$ cat config.mk
export PLATFORM = sky130hd
export DESIGN_NAME = auto_exposure_ctrl
export DESIGN_NICKNAME = d
export VERILOG_FILES = /design/src/rtl/auto_exposure_ctrl_pkg.sv /design/src/rtl/auto_exposure_ctrl_frame_accumulator.sv /design/src/rtl/auto_exposure_ctrl.sv
export SDC_FILE = /design/constraint.sdc
export NUM_CORES = 1
export LEC_CHECK = 0
export CORE_ASPECT_RATIO = 1.5
export CORE_MARGIN = 3
export CORE_UTILIZATION = 40
export CTS_CLUSTER_DIAMETER = 100
export DETAILED_ROUTE_END_ITERATION = 12
export DONT_BUFFER_PORTS = 1
export PLACE_DENSITY = 0.65
export SLEW_MARGIN = 40
export SYNTH_ARGS = -nofsm -noshare
export SYNTH_HDL_FRONTEND = slang
export SYNTH_SLANG_ARGS = --single-unit
$ cat constraint.sdc
create_clock -name i_Clock -period 2.7 [get_ports i_Clock]
set_input_delay 0.135 -clock i_Clock [delete_from_list [all_inputs] [get_ports i_Clock]]
set_output_delay 0.135 -clock i_Clock [all_outputs]
set_load 0.05 [all_outputs]
$ cat src/rtl/auto_exposure_ctrl_pkg.sv
// Shared encodings for the auto-exposure frame scheduler.
package auto_exposure_ctrl_pkg;

  // Width of the exposure count reported by the exposure-time controller.
  localparam int COUNT_W = 5;

  // Main (exposure/readout) FSM encodings as seen on i_Main_FSM.
  localparam logic [1:0] MAIN_IDLE    = 2'b00;
  localparam logic [1:0] MAIN_EXPOSE  = 2'b01;
  localparam logic [1:0] MAIN_READOUT = 2'b10;

  // Scheduler state encodings, also exported on o_State.
  typedef logic [2:0] ae_state_t;
  localparam ae_state_t ST_IDLE      = 3'd0;
  localparam ae_state_t ST_START     = 3'd1;
  localparam ae_state_t ST_WAIT_BUSY = 3'd2;
  localparam ae_state_t ST_CAPTURE   = 3'd3;
  localparam ae_state_t ST_EVAL      = 3'd4;
  localparam ae_state_t ST_ADJUST    = 3'd5;
  localparam ae_state_t ST_GAP       = 3'd6;

  // Clamp a threshold into the representable sample range.
  function automatic int clamp_level(input int v, input int w);
    int top;
    top = (1 << w) - 1;
    if (v < 0) return 0;
    if (v > top) return top;
    return v;
  endfunction

endpackage

$ cat src/rtl/auto_exposure_ctrl_frame_accumulator.sv
// Per-frame sample accumulator: sums up to NPIX samples and flags extras.
module auto_exposure_ctrl_frame_accumulator #(
  parameter int DATA_W = 8,
  parameter int NPIX   = 4,
  localparam int LOG2_NPIX = $clog2(NPIX),
  localparam int SUM_W     = DATA_W + LOG2_NPIX,
  localparam int CNT_W     = $clog2(NPIX + 1)
) (
  input  logic              clk,
  input  logic              rst,
  input  logic              clear,
  input  logic              valid,
  input  logic [DATA_W-1:0] data,
  output logic [SUM_W-1:0]  sum,
  output logic [CNT_W-1:0]  count,
  output logic              overflow
);

  logic [SUM_W-1:0] sum_q, sum_d;
  logic [CNT_W-1:0] cnt_q, cnt_d;
  logic             full;

  assign full = (cnt_q == CNT_W'(NPIX));

  // Accumulate until NPIX samples are held; clear has priority.
  always_comb begin
    sum_d = sum_q;
    cnt_d = cnt_q;
    if (clear) begin
      sum_d = '0;
      cnt_d = '0;
    end else if (valid && !full) begin
      sum_d = sum_q + SUM_W'(data);
      cnt_d = cnt_q + CNT_W'(1);
    end
  end

  // Accumulator and sample counter registers.
  always_ff @(posedge clk) begin
    if (rst) begin
      sum_q <= '0;
      cnt_q <= '0;
    end else begin
      sum_q <= sum_d;
      cnt_q <= cnt_d;
    end
  end

  assign sum      = sum_q;
  assign count    = cnt_q;
  // Combinational: a sample offered while already full is dropped.
  assign overflow = valid && full && !clear;

endmodule

$ cat src/rtl/auto_exposure_ctrl.sv
// Frame scheduler and auto-exposure loop above the exposure/readout core.
//
// state     | meaning
// ----------+-----------------------------------------------------------
// IDLE      | not running, waiting for i_Enable
// START     | issue Init, clear accumulator, arm start timeout
// WAIT_BUSY | wait for main FSM to leave idle
// CAPTURE   | accumulate ADC samples until main FSM returns to idle
// EVAL      | latch mean, check sample count
// ADJUST    | decide on a single increase/decrease pulse
// GAP       | settle time before the next frame
//
// Every output is a flop, so pulses appear the cycle after their state.
module auto_exposure_ctrl
  import auto_exposure_ctrl_pkg::*;
#(
  parameter int DATA_W        = 8,
  parameter int NPIX          = 4,
  parameter int TARGET        = 128,
  parameter int HYST          = 16,
  parameter int MIN_T         = 2,
  parameter int MAX_T         = 30,
  parameter int GAP_CYCLES    = 8,
  parameter int START_TIMEOUT = 16,
  parameter int FRAME_TIMEOUT = 1023
) (
  input  logic               i_Clock,
  input  logic               i_Reset,
  input  logic               i_Enable,
  input  logic [1:0]         i_Main_FSM,
  input  logic [COUNT_W-1:0] i_count_time,
  input  logic               i_ADC_valid,
  input  logic [DATA_W-1:0]  i_ADC_data,
  output logic               o_Init,
  output logic               o_Exp_increase,
  output logic               o_Exp_decrease,
  output logic               o_Frame_done,
  output logic [DATA_W-1:0]  o_Avg,
  output logic               o_Error,
  output logic [2:0]         o_State
);

  localparam int LOG2_NPIX = $clog2(NPIX);
  localparam int SUM_W     = DATA_W + LOG2_NPIX;
  localparam int CNT_W     = $clog2(NPIX + 1);

  localparam int TMAX_A  = (START_TIMEOUT > GAP_CYCLES) ? START_TIMEOUT : GAP_CYCLES;
  localparam int TMAX    = (FRAME_TIMEOUT > TMAX_A) ? FRAME_TIMEOUT : TMAX_A;
  localparam int TIMER_W = $clog2(TMAX + 1);

  localparam logic [DATA_W-1:0]  THR_LO = DATA_W'(clamp_level(TARGET - HYST, DATA_W));
  localparam logic [DATA_W-1:0]  THR_HI = DATA_W'(clamp_level(TARGET + HYST, DATA_W));
  localparam logic [COUNT_W-1:0] MIN_C  = COUNT_W'(MIN_T);
  localparam logic [COUNT_W-1:0] MAX_C  = COUNT_W'(MAX_T);

  // Timer reload values: the timer counts down and expires at zero.
  localparam logic [TIMER_W-1:0] LD_START = TIMER_W'(START_TIMEOUT - 1);
  localparam logic [TIMER_W-1:0] LD_FRAME = TIMER_W'(FRAME_TIMEOUT - 1);
  localparam logic [TIMER_W-1:0] LD_GAP   = TIMER_W'(GAP_CYCLES - 1);

  ae_state_t          state_q, state_d;
  logic [TIMER_W-1:0] timer_q, timer_d;
  logic               init_q, init_d;
  logic               inc_q, inc_d;
  logic               dec_q, dec_d;
  logic               done_q, done_d;
  logic [DATA_W-1:0]  avg_q, avg_d;
  logic               err_q, err_d;
  logic               err_set;

  logic [SUM_W-1:0]  acc_sum;
  logic [CNT_W-1:0]  acc_count;
  logic              acc_overflow;
  logic [DATA_W-1:0] mean;

  auto_exposure_ctrl_frame_accumulator #(
    .DATA_W (DATA_W),
    .NPIX   (NPIX)
  ) u_acc (
    .clk      (i_Clock),
    .rst      (i_Reset),
    .clear    (state_q == ST_START),
    .valid    (i_ADC_valid && (state_q == ST_CAPTURE)),
    .data     (i_ADC_data),
    .sum      (acc_sum),
    .count    (acc_count),
    .overflow (acc_overflow)
  );

  assign mean = acc_sum[SUM_W-1:LOG2_NPIX];

  // Next-state, timer and output decode for the frame scheduler.
  always_comb begin
    state_d = state_q;
    timer_d = timer_q;
    avg_d   = avg_q;
    inc_d   = 1'b0;
    dec_d   = 1'b0;
    err_set = 1'b0;
    case (state_q)
      ST_IDLE: begin
        if (i_Enable) state_d = ST_START;
      end
      ST_START: begin
        timer_d = LD_START;
        state_d = ST_WAIT_BUSY;
      end
      ST_WAIT_BUSY: begin
        if (i_Main_FSM != MAIN_IDLE) begin
          timer_d = LD_FRAME;
          state_d = ST_CAPTURE;
        end else if (timer_q == '0) begin
          err_set = 1'b1;
          timer_d = LD_GAP;
          state_d = ST_GAP;
        end else begin
          timer_d = timer_q - TIMER_W'(1);
        end
      end
      ST_CAPTURE: begin
        if (acc_overflow) err_set = 1'b1;
        if (i_Main_FSM == MAIN_IDLE) begin
          state_d = ST_EVAL;
        end else if (timer_q == '0) begin
          err_set = 1'b1;
          timer_d = LD_GAP;
          state_d = ST_GAP;
        end else begin
          timer_d = timer_q - TIMER_W'(1);
        end
      end
      ST_EVAL: begin
        avg_d = mean;
        if (acc_count != CNT_W'(NPIX)) begin
          err_set = 1'b1;
          timer_d = LD_GAP;
          state_d = ST_GAP;
        end else begin
          state_d = ST_ADJUST;
        end
      end
      ST_ADJUST: begin
        inc_d   = (mean < THR_LO) && (i_count_time < MAX_C);
        dec_d   = (mean > THR_HI) && (i_count_time > MIN_C);
        timer_d = LD_GAP;
        state_d = ST_GAP;
      end
      ST_GAP: begin
        if (timer_q == '0) state_d = i_Enable ? ST_START : ST_IDLE;
        else               timer_d = timer_q - TIMER_W'(1);
      end
      default: state_d = ST_IDLE;
    endcase
    init_d = (state_q == ST_START);
    done_d = (state_q == ST_EVAL);
    err_d  = err_q | err_set;
  end

  // State, timer and registered outputs.
  always_ff @(posedge i_Clock) begin
    if (i_Reset) begin
      state_q <= ST_IDLE;
      timer_q <= '0;
      init_q  <= 1'b0;
      inc_q   <= 1'b0;
      dec_q   <= 1'b0;
      done_q  <= 1'b0;
      avg_q   <= '0;
      err_q   <= 1'b0;
    end else begin
      state_q <= state_d;
      timer_q <= timer_d;
      init_q  <= init_d;
      inc_q   <= inc_d;
      dec_q   <= dec_d;
      done_q  <= done_d;
      avg_q   <= avg_d;
      err_q   <= err_d;
    end
  end

  assign o_Init         = init_q;
  assign o_Exp_increase = inc_q;
  assign o_Exp_decrease = dec_q;
  assign o_Frame_done   = done_q;
  assign o_Avg          = avg_q;
  assign o_Error        = err_q;
  assign o_State        = state_q;

endmodule
==> metrics.md, run 1 <==
| Metric | Value |
|---|---|
| Synth Area in Compound Gates | 22.7% |
| Mean number of vias per cell | 5.72 |
| Adder-cell share of the synthesized area | 8.39% |
| Area Overhead vs Synth | 9.11% |
| Clock transition at path regs | 0.08 ns |
| Max-Cap Viols | 0 |
| Reg2reg setup slack | between 0.2 and 0.3 ns |
| Main synth FF type | dfxtp_1 |
| Maximum achievable frequency | 0.413 GHz |
| Reg2Reg Depth | 7 |
| Largest net degree at the start of global routing | 19 |
| Row count | 33 |
| Async set or reset register ratio after synthesis | 0% |
| Leading post-synthesis cells by cell area | dfxtp_1 34%, ha_1 6.6%, nand2_1 6.3% |
| Final wirelength | 5310 µm |
| Initial core utilization | between 40% and 50% |
| Clk buf depth | 2 |
| R2r endpoint | timer_q[5]$_SDFFE_PP0P_ |
| Post-CTS resize count | 0 |
| Crit Path Class | register to register |
| Worst skew pair latency | 0.29 ns |
| Post-synthesis cell type with the largest combined area | dfxtp_1 |
| Static Leak | 0.886 nW |
| Multi-input logic area | around 0.0014 mm² |
| Synth top area share | between 30% and 40% |
| Hold/Removal Path Class | input port to register |
| Largest family of logic cells by synthesized area | simple AND/OR/NAND/NOR gates |
| Worst slack at placement | 0.291 ns |
| Die Footprint | 0.00663 mm² |
| PortBufs | 0 |
| Crit path max fanout | 10 |
| Worst slew margin | 51.4% |
| Most numerous cell in the Yosys netlist | dfxtp_1 |
| Critical R2R Launch | timer_q[0]$_SDFFE_PP0P_ |
| # fillers | 555 |
| Post-Syn Nets | 315 |
| Clock Tree Root | clkbuf_8 |
| Worst-Margin Slew | 0.726 ns |
| Pwr Total | 0.00231 W |
| Status | finished clean |
| #FFs+latches synth | 39 |
| CTS H-tree lvls | 2 |
| VDD IR-drop max | 295 µV |
| Setup tns final | 0 ns |
| Number of antenna violations at the first check in global routing | 0 |
| Via count | 2052 |
| Setup violations, final | 0 |
| Wire per inst | 14.8 µm |
| # clock sinks | 39 |
| Dpl cells | 350 |
| CP arrival | 2.60 ns |
| Clock Skew | 0.00561 ns |
| Startpoint Class | register |
| Non-Filler Instances | 359 |
| Mapped Area | 0.00227 mm² |
| Dpl hpwl | 4020 µm |
| Final period util | about 90% |
| Critical Path End Type | register |
| Core ar. | roughly 0.0055 mm² |
| Hold path cells | 3 |
| Synth warn | 0 |
| Layout cells sized above 1 | 10.7% |
| FF/Latch Area | 781 µm² |
| XOR/XNOR share of the synthesized area | under 10% |
| Residual overflow from global routing | 0 |
| Power per cell area | slightly above 900 mW/mm² |
| HP Start | i_Reset |
| Post-route minimum period | 2.42 ns |
| Synth Area per Inst | 8.01 µm² |
| Layout Nets | 320 |
| Final Max Tran Viols | 0 |
| Cells after Synth | 283 |
| Crit path required time | 2.88 ns |
| Global-route wire length before repair | 8880 µm |
| Min-Delay Endpoint | o_Exp_decrease$_SDFF_PP0_ |
| Commonest cells post-synth | 39 x dfxtp_1, 38 x nand2_1, 26 x nor2_1 |
| Netlist cell types | 57 |
| Total CTS buffers | 5 |
| Register area share after synthesis | between 30% and 40% |
| Mux share of post-synthesis cell area | 0% |
| Final Hold Viols | 0 |
| Antenna Nets Post-Route | 0 |
| Post-Synth Simple-Gate Area | between 20% and 30% |
| GPL Wtd Cong | approximately 0.8 |
| Final worst setup slack | 0.278 ns |
| # IOs | 35 |
| DIE HEIGHT | 98.2 µm |
| ANT cells | 0 |
| EDFF count, synth | 0 |
| First-pass iteration count of the detailed router | 4 |
| Starting DRT DRC Count | between 100 and 150 |
| Chip width | 67.5 µm |
| DRC Markers | 0 |
| Vias in the first global route | 1915 |
| RSZ-0062 raised after global routing | false |
| GRT Total Usage | 17.3% |
| TritonCTS clock tree | yes |
## layer usage
metal  track usage (%)  part of all wire, %  vias up
li1                  -                    -     1043
met1              18.7                   40      957
met2              29.7                   52       43
met3              4.60                  4.8        9
met4              9.22                  2.8        0
met5                 0                    0        -
## report_power, final
group | internal, W | switching, W | total, W
clock | 0.000181 | 0.000209 | 0.000390
combinational | 0.000472 | 0.000669 | 0.00114
sequential | 0.000666 | 0.000112 | 0.000778
## cells in the final DEF, fill, tap and decap left out, types with 3 or more instances in the layout
master	synthesis	routed
a221o_1	3	3
ha_1	12	12
nand2_1	38	38
buf_4	0	10
a31oi_1	5	5
a31o_1	3	3
nor2_1	26	26
or3_1	4	4
xnor2_1	3	3
a211oi_1	4	4
a21oi_1	21	21
dfxtp_1	39	39
a221oi_1	4	4
nand3_1	10	10
clkbuf_8	0	5
o211ai_1	4	4
a2111oi_0	3	3
o21ai_0	8	8
inv_1	13	13
nand2b_1	5	5
nand4_1	4	4
o21a_1	3	3
nor3_1	9	8
nor2b_1	4	4
## final cells by class
type	instances	share of cell area [%]
inverters	13	1.97
multi-input cells	218	56.0
clock buffers	6	2.93
clock inverters	2	0.506
well taps	70	3.54
repair buffers	11	3.44
flip-flops and latches	39	31.6
## worst max-delay path: stages, from the launching register on
cell and delay, ns:
dfxtp_1 0.32, inv_1 0.13, ha_1 0.15, or4b_4 0.47, or4_4 0.49, and2_4 0.21
a31o_1 0.21, a221o_1 0.34
## kinds of logic (layout without fill, tap and decap cells)
group / Yosys count / after routing
and+or+nand+nor: 124 / 124
AOI/OAI and AO/OA: 74 / 74
DFF: 39 / 39
buffers and inverters: 26 / 32
adders and majority gates: 15 / 15
xor gates and xnor gates: 5 / 5
## how the worst max path moves through the flow
stage	slack, ns	endpoint	cells past startpoint	startpoint
after detailed placement	0.29	timer_q[7]$_SDFFE_PP0P_	7	timer_q[0]$_SDFFE_PP0P_
after floorplan	0.30	timer_q[5]$_SDFFE_PP0P_	8	timer_q[0]$_SDFFE_PP0P_
after global routing	0.20	timer_q[6]$_SDFFE_PP0P_	7	timer_q[0]$_SDFFE_PP0P_
final	0.28	timer_q[5]$_SDFFE_PP0P_	7	timer_q[0]$_SDFFE_PP0P_
after CTS	0.28	timer_q[7]$_SDFFE_PP0P_	7	timer_q[0]$_SDFFE_PP0P_
after global placement	0.33	timer_q[5]$_SDFFE_PP0P_	7	timer_q[0]$_SDFFE_PP0P_
## timing repair
item	in CTS	in global routing
hold buffers	1	0
hold endpoints to repair	18	0
setup buffers	0	0
## registers in the layout, indices dropped and copies added, names as in the netlist, 3 cells and up
signal	cells
u_acc.count	3
u_acc.sum	10
timer_q	10
o_Avg	8
o_State	3
## metrics by stage
stage / hold WS [ns] / util [%] / area [µm²]
2_1_floorplan: 0.307 / - / 2270
6_report: 0.0210 / 45.0 / 2470
4_1_cts: 0.0106 / 45.0 / 2470
5_1_grt: 0.0187 / 45.0 / 2470
3_5_place_dp: 0.213 / 43.3 / 2380
3_3_place_gp: 0.211 / 43.2 / 2370
No activity file was read; power rests on OpenSTA's default activity.
==> run 2: changes to the inputs <==
==> constraint.sdc (replaced) <==
create_clock -name i_Clock -period 2.7 [get_ports i_Clock]
set_input_delay 0.54 -clock i_Clock [delete_from_list [all_inputs] [get_ports i_Clock]]
set_output_delay 0.54 -clock i_Clock [all_outputs]
set_load 0.05 [all_outputs]
==> run 2 against run 1 <==
Compared with the run above:
- sequential power grew 1%
- core utilization shrank 0.32 points
- largest power group unchanged
- register-to-register slack is essentially flat
- cell count shrank 0.56%
- critical path depth is the same
- critical endpoint unchanged
==> metrics.md, run 2 (same netlist as run 1, synthesis figures left out) <==
| Metric | Value |
|---|---|
| Worst skew pair latency | 0.29 ns |
| Critical Path End Type | register |
| Commonest non-fill, non-tap cell in the layout | dfxtp_1 |
| First-pass iteration count of the detailed router | 4 |
| Global-route wire length before repair | 8980 µm |
| # fillers | 583 |
| Starting DRT DRC Count | 121 |
| Worst slew margin | between 50% and 60% |
| Fin util | 44.7% |
| Number of antenna violations at the first check in global routing | 0 |
| CP arrival | approximately 2.6 ns |
| Crit path required time | around 2.9 ns |
| Hold/Removal Path Class | input port to register |
| Clock Skew | between 0.009 and 0.01 ns |
| GRT Total Usage | 17.1% |
| Final Max Tran Viols | 0 |
| Wire per inst | 14.6 µm |
| Row count | 33 |
| CTS H-tree lvls | 2 |
| ANT cells | 0 |
| Power per cell area | 937 mW/mm² |
| Dpl hpwl | between 3000 and 4000 µm |
| DRC Markers | 0 |
| RSZ-0062 raised after global routing | false |
| Mean number of vias per cell | 5.69 |
| Max-Cap Viols | 0 |
| Crit path launch | timer_q[0]$_SDFFE_PP0P_ |
| Via count | 2032 |
| # clock sinks | 39 |
| TritonCTS clock tree | yes |
| Die Footprint | 0.00663 mm² |
| Total CTS buffers | 5 |
| Maximum achievable frequency | 0.412 GHz |
| Layout cells sized above 1 | 10.5% |
| Final period util | between 80% and 90% |
| DIE HEIGHT | 98.2 µm |
| Static Leak | 0.876 nW |
| Hold-fix buffers, CTS | 0 |
| Startpoint Class | register |
| Vias in the first global route | 2024 |
| Post-CTS resize count | 0 |
| PortBufs | 0 |
| Largest net degree at the start of global routing | 25 |
| Worst-Margin Slew | 0.643 ns |
| # IOs | 35 |
| Most frequent cells in the layout | 39 x dfxtp_1, 38 x nand2_1, 26 x nor2_1, 21 x a21oi_1, 13 x inv_1 |
| Initial core utilization | 41.3% |
| Chip width | slightly below 70 µm |
| Post-route minimum period | roughly 2.4 ns |
| Setup tns final | 0 ns |
| Final wirelength | 5210 µm |
| Crit Path Class | register to register |
| Clock transition at path regs | 0.08 ns |
| Post-CTS Setup Inserts | 0 |
| Area Overhead vs Synth | 8.33% |
| Setup violations, final | 0 |
| Residual overflow from global routing | 0 |
| Critical R2R Launch | timer_q[0]$_SDFFE_PP0P_ |
| Clock Tree Root | clkbuf_8 |
| GPL Wtd Cong | approximately 0.85 |
| Antenna Nets Post-Route | 0 |
| HP Start | i_Reset |
| Layout Nets | 318 |
| VDD IR-drop max | 291 µV |
| Crit path max fanout | 10 |
| Clk buf depth | 2 |
| Status | finished clean |
| Core ar. | 0.00549 mm² |
| Final Hold Viols | 0 |
run 2: cell count changes in the layout (fill, tap and decap cells not counted):
cell	delta
dlygate4sd3_1	-1
buf_4	-1
run 2: routing by layer:
metal,GRT usage [%],part of all wire [%],up-vias
met5,0,0,-
met4,6.41,2.3,0
met3,4.72,4.8,10
met2,30.3,52,34
met1,18.7,41,950
li1,-,-,1038
run 2: cell type report:
cell class	instances	area, µm²	share of cell area [%]
multi-input cells	218	1390	56.4
flip-flops and latches	39	781	31.8
well taps	70	87.6	3.57
clock buffers	6	72.6	2.95
repair buffers	9	67.6	2.75
inverters	13	48.8	1.99
clock inverters	2	12.5	0.509
run 2: critical path, cell delays in order (launching register included):
cell and delay (ns):
dfxtp_1 0.31, inv_1 0.12, ha_1 0.16, or4b_4 0.47, or4_4 0.49, and2_4 0.21
a31o_1 0.22, a221o_1 0.33
run 2: final timing paths:
check        cells after the start  slack, ns                        end
max                              7       0.27    timer_q[5]$_SDFFE_PP0P_
min reg2reg                      2       0.46  u_acc.sum[0]$_SDFFE_PP0P_
max reg2reg                      7       0.27    timer_q[5]$_SDFFE_PP0P_
min                              1       0.31         o_Error$_SDFF_PP0_
run 2: power breakdown:
part           total (W)  leakage, nW  internal [W]  switching [W]
registers       0.000787        0.316      0.000666       0.000121
logic            0.00113        0.518      0.000470       0.000661
clock network   0.000385       0.0412      0.000181       0.000204
run 2: stage by stage:
stage               power [W]  setup WS (ns)  hold WS (ns)  cells  area (µm²)
global route          0.00249          0.155         0.291    357        2460
global placement      0.00191          0.340         0.447    349        2370
CTS                   0.00231          0.269         0.297    357        2460
floorplan             0.00165          0.297         0.440    283        2270
detailed placement    0.00192          0.285         0.457    349        2370
finish                0.00230          0.272         0.312    357        2460
